## src/rtl/sys_defs.sv

```systemverilog
// Shared front-end types and constants: instruction word, fetch-buffer entry
// and the fetch-buffer-to-decoder payload.
`ifndef SYS_DEFS_SV
`define SYS_DEFS_SV

`define NUM_SUPER 2
`define FB_DEPTH  8
`define NOOP_INST 32'h47ff041f

package sys_defs;

    localparam int unsigned NUM_SUPER = `NUM_SUPER;
    localparam int unsigned FB_DEPTH  = `FB_DEPTH;

    typedef logic [31:0] INST_t;

    typedef struct packed {
        INST_t       inst;
        logic [63:0] PC;
        logic [63:0] NPC;
        logic [63:0] target;
    } FB_ENTRY_t;

    typedef struct packed {
        logic                         valid;
        INST_t [NUM_SUPER-1:0]        inst;
        logic  [NUM_SUPER-1:0][63:0]  PC;
        logic  [NUM_SUPER-1:0][63:0]  NPC;
        logic  [NUM_SUPER-1:0][63:0]  target;
    } FB_DECODER_OUT_t;

endpackage

`endif

```

## src/rtl/fetch_buffer.sv

```systemverilog
// In-order circular queue between fetch and decode; pushes and pops whole
// instruction pairs and presents the oldest pair show-ahead.
module fetch_buffer
    import sys_defs::*;
(
    input  logic                         clock,
    input  logic                         reset,
    input  logic                         if_valid,
    input  INST_t [NUM_SUPER-1:0]        if_inst,
    input  logic  [NUM_SUPER-1:0][63:0]  if_PC,
    input  logic  [NUM_SUPER-1:0][63:0]  if_NPC,
    input  logic  [NUM_SUPER-1:0][63:0]  if_target,
    input  logic                         dispatch_en,
    input  logic                         rollback_en,
    output logic                         fb_ready,
    output FB_DECODER_OUT_t              FB_decoder_out
);

    localparam int unsigned PTR_W = $clog2(FB_DEPTH);
    localparam int unsigned CNT_W = PTR_W + 1;
    localparam FB_ENTRY_t   RESET_ENTRY = '{inst: `NOOP_INST, PC: '0, NPC: '0, target: '0};

    FB_ENTRY_t [FB_DEPTH-1:0]        entries_q;
    logic [PTR_W-1:0]                head_q, head_d;
    logic [PTR_W-1:0]                tail_q, tail_d;
    logic [CNT_W-1:0]                count_q, count_d;
    logic [NUM_SUPER-1:0][PTR_W-1:0] wr_idx;
    logic [NUM_SUPER-1:0][PTR_W-1:0] rd_idx;
    logic                            out_valid;
    logic                            push;
    logic                            pop;

    // Ready looks only at the registered count, never at a same-cycle pop.
    assign fb_ready  = (count_q <= CNT_W'(FB_DEPTH - NUM_SUPER));
    assign out_valid = (count_q >= CNT_W'(NUM_SUPER));
    assign push      = if_valid & fb_ready & ~rollback_en;
    assign pop       = out_valid & dispatch_en & ~rollback_en;

    always_comb begin
        head_d  = head_q;
        tail_d  = tail_q;
        count_d = count_q;
        for (int i = 0; i < NUM_SUPER; i++) begin
            wr_idx[i] = tail_q + PTR_W'(i);
            rd_idx[i] = head_q + PTR_W'(i);
        end
        if (rollback_en) begin
            head_d  = '0;
            tail_d  = '0;
            count_d = '0;
        end else begin
            if (push) begin
                tail_d  = tail_q + PTR_W'(NUM_SUPER);
                count_d = count_d + CNT_W'(NUM_SUPER);
            end
            if (pop) begin
                head_d  = head_q + PTR_W'(NUM_SUPER);
                count_d = count_d - CNT_W'(NUM_SUPER);
            end
        end
    end

    // Head pair straight from storage; stale fields are masked by valid downstream.
    always_comb begin
        FB_decoder_out       = '0;
        FB_decoder_out.valid = out_valid;
        for (int i = 0; i < NUM_SUPER; i++) begin
            FB_decoder_out.inst[i]   = entries_q[rd_idx[i]].inst;
            FB_decoder_out.PC[i]     = entries_q[rd_idx[i]].PC;
            FB_decoder_out.NPC[i]    = entries_q[rd_idx[i]].NPC;
            FB_decoder_out.target[i] = entries_q[rd_idx[i]].target;
        end
    end

    always_ff @(posedge clock or negedge reset) begin
        if (!reset) begin
            entries_q <= {FB_DEPTH{RESET_ENTRY}};
            head_q    <= '0;
            tail_q    <= '0;
            count_q   <= '0;
        end else begin
            head_q  <= head_d;
            tail_q  <= tail_d;
            count_q <= count_d;
            if (push) begin
                for (int i = 0; i < NUM_SUPER; i++) begin
                    entries_q[wr_idx[i]] <= '{inst:   if_inst[i],
                                              PC:     if_PC[i],
                                              NPC:    if_NPC[i],
                                              target: if_target[i]};
                end
            end
        end
    end

`ifndef SYNTHESIS
    // Occupancy must stay even and within [0, FB_DEPTH].
    always_ff @(posedge clock) begin
        if (reset) begin
            assert (count_q <= CNT_W'(FB_DEPTH))
                else $error("fetch_buffer: count above depth");
            assert (count_q[0] == 1'b0)
                else $error("fetch_buffer: odd count");
            assert (!(push && !pop && count_q > CNT_W'(FB_DEPTH - NUM_SUPER)))
                else $error("fetch_buffer: overflow");
            assert (!(pop && !push && count_q < CNT_W'(NUM_SUPER)))
                else $error("fetch_buffer: underflow");
        end
    end
`endif

endmodule

```

## config.mk

```make
export PLATFORM = sky130hd
export DESIGN_NAME = fetch_buffer
export DESIGN_NICKNAME = d
export VERILOG_FILES = /design/src/rtl/sys_defs.sv /design/src/rtl/fetch_buffer.sv
export SDC_FILE = /design/constraint.sdc
export NUM_CORES = 2
export LEC_CHECK = 0
export BUFFER_PORTS_ARGS = -buffer_cell sky130_fd_sc_hd__buf_2
export CAP_MARGIN = 0
export CORE_ASPECT_RATIO = 0.9
export CORE_MARGIN = 2
export CORE_UTILIZATION = 55
export CTS_CLUSTER_DIAMETER = 200
export CTS_CLUSTER_SIZE = 40
export DETAILED_ROUTE_END_ITERATION = 10
export PLACE_DENSITY = 0.82
export SLEW_MARGIN = 0
export SYNTH_ARGS = -nofsm -noshare
export SYNTH_HDL_FRONTEND = slang
export SYNTH_SLANG_ARGS = --single-unit
```

## constraint.sdc

```tcl
create_clock -name clock -period 2.3 [get_ports clock]
set_input_delay 0.345 -clock clock [delete_from_list [all_inputs] [get_ports clock]]
set_output_delay 0.345 -clock clock [all_outputs]
set_load 0.005 [all_outputs]
```

==> summary.md <==
| Metric | Value |
|---|---|
| Outcome | finished, violations left |
| Failing checks | negative setup slack |
| Root Buffer | clkbuf_16 |
| Setup TNS | -220,590 ps |
| Share of cells above drive strength 1 | 0.386 |
| Placed Cells incl. Taps | around 8,500 |
| Die H | between 300 and 400 µm |
| Rows | around 130 |
| Post-Syn Nets | between 6,000 and 7,000 |
| Clock Path Buffers | 3 |
| Mapped Cells | between 5,000 and 6,000 |
| Switching Fraction | 0.345 |
| FF+latch count, synth | 1,799 |
| Detailed placer's ending HPWL | about 150,000 µm |
| Top post-synthesis cells by area | dfrtp_1 53%, mux2_2 13%, mux4_2 13% |
| Setup ws final | -592 ps |
| Grt ovf | 0 |
| Syn avg cell area | 13.3 µm² |
| HP Start | dispatch_en |
| Int Pwr | ~72 mW |
| Sequential Power Share | 0.461 |
| Min Hold Slack | around 140 ps |
| Worst Skew | about 28 ps |
| Comb power frac | 0.413 |
| Crit path from | head_q[1]$_DFFE_PN0N_ |
| Setup repair after global routing missed its margin | yes |
| Initial antenna violation count | 64 |
| Psw | around 38 mW |
| Slew Viols, Final | 0 |
| CTS Buf Count | 50 |
| HP Class | input pin to register |
| Die span in x | 402 µm |
| Clk network pwr share | 0.125 |
| Io pins | 903 |
| Sink Count | around 1,800 |
| Core area | around 0.14 mm² |
| Die area | 0.146 mm² |
| Post-synthesis instance area | between 0.07 and 0.08 mm² |
| Largest net degree at the start of global routing | roughly 100 |
| Pre-antenna DRT Iters | 6 |
| Vias in the first global route | 58,600 |
| YS warnings | 0 |
| Worst Setup Path Type | register to output pin |
| Skew-Pair Late Insertion Delay | 720 ps |
| DRT iter0 DRCs | 6,730 |
| Yosys top cell by area | dfrtp_1 |
| Drt via density | ~6.3 |
| Pwr Density | 1170 mW/mm² |
| P&R area growth vs syn | 20.0% |
| Clk slew on worst S/H paths | between 100 and 150 ps |
| VDD IR max | slightly below 0.001 V |
| CP arrival | between 2000 and 3000 ps |
| Worst setup EP type | output pin |
| Final min period | ~2900 ps |
| Initial core utilization | 0.554 |
| Final #Nets | around 7,600 |
| Fillcell total | ~9,100 |
| Layout Cells excl Fill | slightly above 9,000 |
| Max-slew headroom | 0.550 |
| Worst Max-Slew Pin Slew | about 670 ps |
| Global-route wire length before repair | approximately 350,000 µm |
| Reg-to-reg startpoint | tail_q[2]$_DFFE_PN0N_ |
| FMAX | 346 MHz |
| Final critical-path share of the clock period | 1.26 |
| Synth unique cells | 32 |
| Number of H-tree levels | 2 |
| Hold Vio Cnt, Final | 0 |
| Routed len/inst | 26.4 µm |
| Leakage Power | approximately 42 nW |
| Synth top area share | 0.528 |
| Total GRT Usage | 0.307 |
| Max Cap Viol | 0 |
| Req. time, crit path | 1960 ps |
| Sequential share of the synthesized area | 0.576 |
| Placer Congestion | 0.871 |
| Final ANT Viol Nets | 0 |
| IO buf count | between 900 and 1,000 |
| Final WL | 241,000 µm |
| Startpoint types | register |
| CP max FO | 21 |
| DR vias | approximately 58,000 |
| Final setup fails | ~450 |
| Number of remaining DRC errors | 0 |
| CTS tree | yes |
==> path summary, 6_finish.rpt <==
kind,to,slack [ps],cells past startpoint
setup / recovery,FB_decoder_out[150],-590,5
hold / removal,count_q[2]$_DFF_PN0_,140,3
setup reg to reg,entries_q[100]$_DFFE_PN0P_,60,6
hold reg to reg,entries_q[868]$_DFFE_PN1P_,490,2
max in group asynchronous,entries_q[192]$_DFFE_PN1P_,1000,3
min in group asynchronous,entries_q[835]$_DFFE_PN0P_,230,2
==> final cells by class <==
cell class,count,area [µm²],share of cell area
clock buffers,92,1430,0.0152
diodes,63,158,0.00167
repair buffers,1669,14000,0.148
flip-flops and latches,1799,45200,0.480
well taps,1862,2330,0.0247
inverters,4,15.0,0.000159
clock inverters,1,8.76,0.0000930
multi-input cells,3628,31000,0.330
==> placed cells by master, fill, tap and decap left out, types with 144 or more instances in the layout <==
cell type / netlist / final
dlygate4sd3_1: 0 / 450
buf_2: 202 / 844
o21ai_0: 672 / 672
nand2_1: 1347 / 1346
buf_4: 64 / 146
mux2_2: 897 / 897
dfrtp_1: 1655 / 1653
dfstp_2: 144 / 144
a22o_1: 224 / 224
mux4_2: 448 / 448
==> cell usage after synthesis <==
cell type,n
mux4_2,448
buf_2,202
nand2_1,1347
nor3b_2,1
nor3b_1,1
nand3_1,1
or4_1,1
and2_1,1
a22o_1,224
buf_4,64
dfstp_2,144
nand4bb_1,3
a21o_1,1
a32o_1,1
inv_1,4
nor2_1,6
nor4bb_1,1
dfrtp_1,1655
nor2b_1,2
mux2_2,897
a21oi_1,2
mux2i_1,1
o21ai_0,672
or2_2,1
xnor2_1,3
buf_1,11
buf_6,3
ha_1,11
clkbuf_1,198
o41a_1,1
nand2b_1,1
a31o_2,1
==> worst max-delay path: stages (launching register included) <==
cell	delay, ps
dfrtp_4	550
buf_12	140
buf_12	140
clkbuf_16	260
mux4_2	580
buf_2	160
==> metrics by stage <==
stage | util | area (µm²) | setup slack, ps | power, mW
after floorplan | - | 78400 | 332 | 72.8
after global placement | 0.612 | 86700 | 163 | 88.1
after detailed placement | 0.612 | 86700 | 118 | 90.7
after CTS | 0.656 | 92900 | -588 | 105
after global routing | 0.665 | 94100 | -701 | 115
final | 0.665 | 94100 | -592 | 110
==> registers in the layout, summed over array words and instances, names as in the netlist <==
| signal | cells |
|---|---|
| head_q | 2 |
| count_q | 3 |
| entries_q | 1792 |
| tail_q | 2 |
==> cell families after synthesis <==
logic type	synth area share
AOI/OAI and AO/OA	0.0685
xor gates and xnor gates	0.000335
adders and majority gates	0.00175
buffers and inverters	0.0296
DFF	0.576
muxes	0.258
and+or+nand+nor	0.0661
==> power groups by stage <==
stage	combinational, mW	sequential (mW)	clock, mW
after global routing	48.0	51.8	14.9
after CTS	41.5	49.7	13.8
after floorplan	24.9	47.9	0
final	45.5	50.8	13.8
after detailed placement	40.3	50.3	0
after global placement	38.8	49.3	0
==> metal layers <==
layer	part of all wire	global-route usage	vias to the layer above
li1	-	-	23500
met1	0.36	0.396	29400
met2	0.48	0.493	3669
met3	0.11	0.0814	910
met4	0.058	0.135	26
met5	0.00071	0	-
==> timing repair <==
action,in CTS,in global routing
pin swaps,0,0
endpoints found under the hold margin,1974,0
cloned,0,17
buffers inserted,7,24
gates resized for setup,26,96
endpoints found under the setup margin,449,476
hold buffers,450,0
Power figures use the tool's default switching activity.
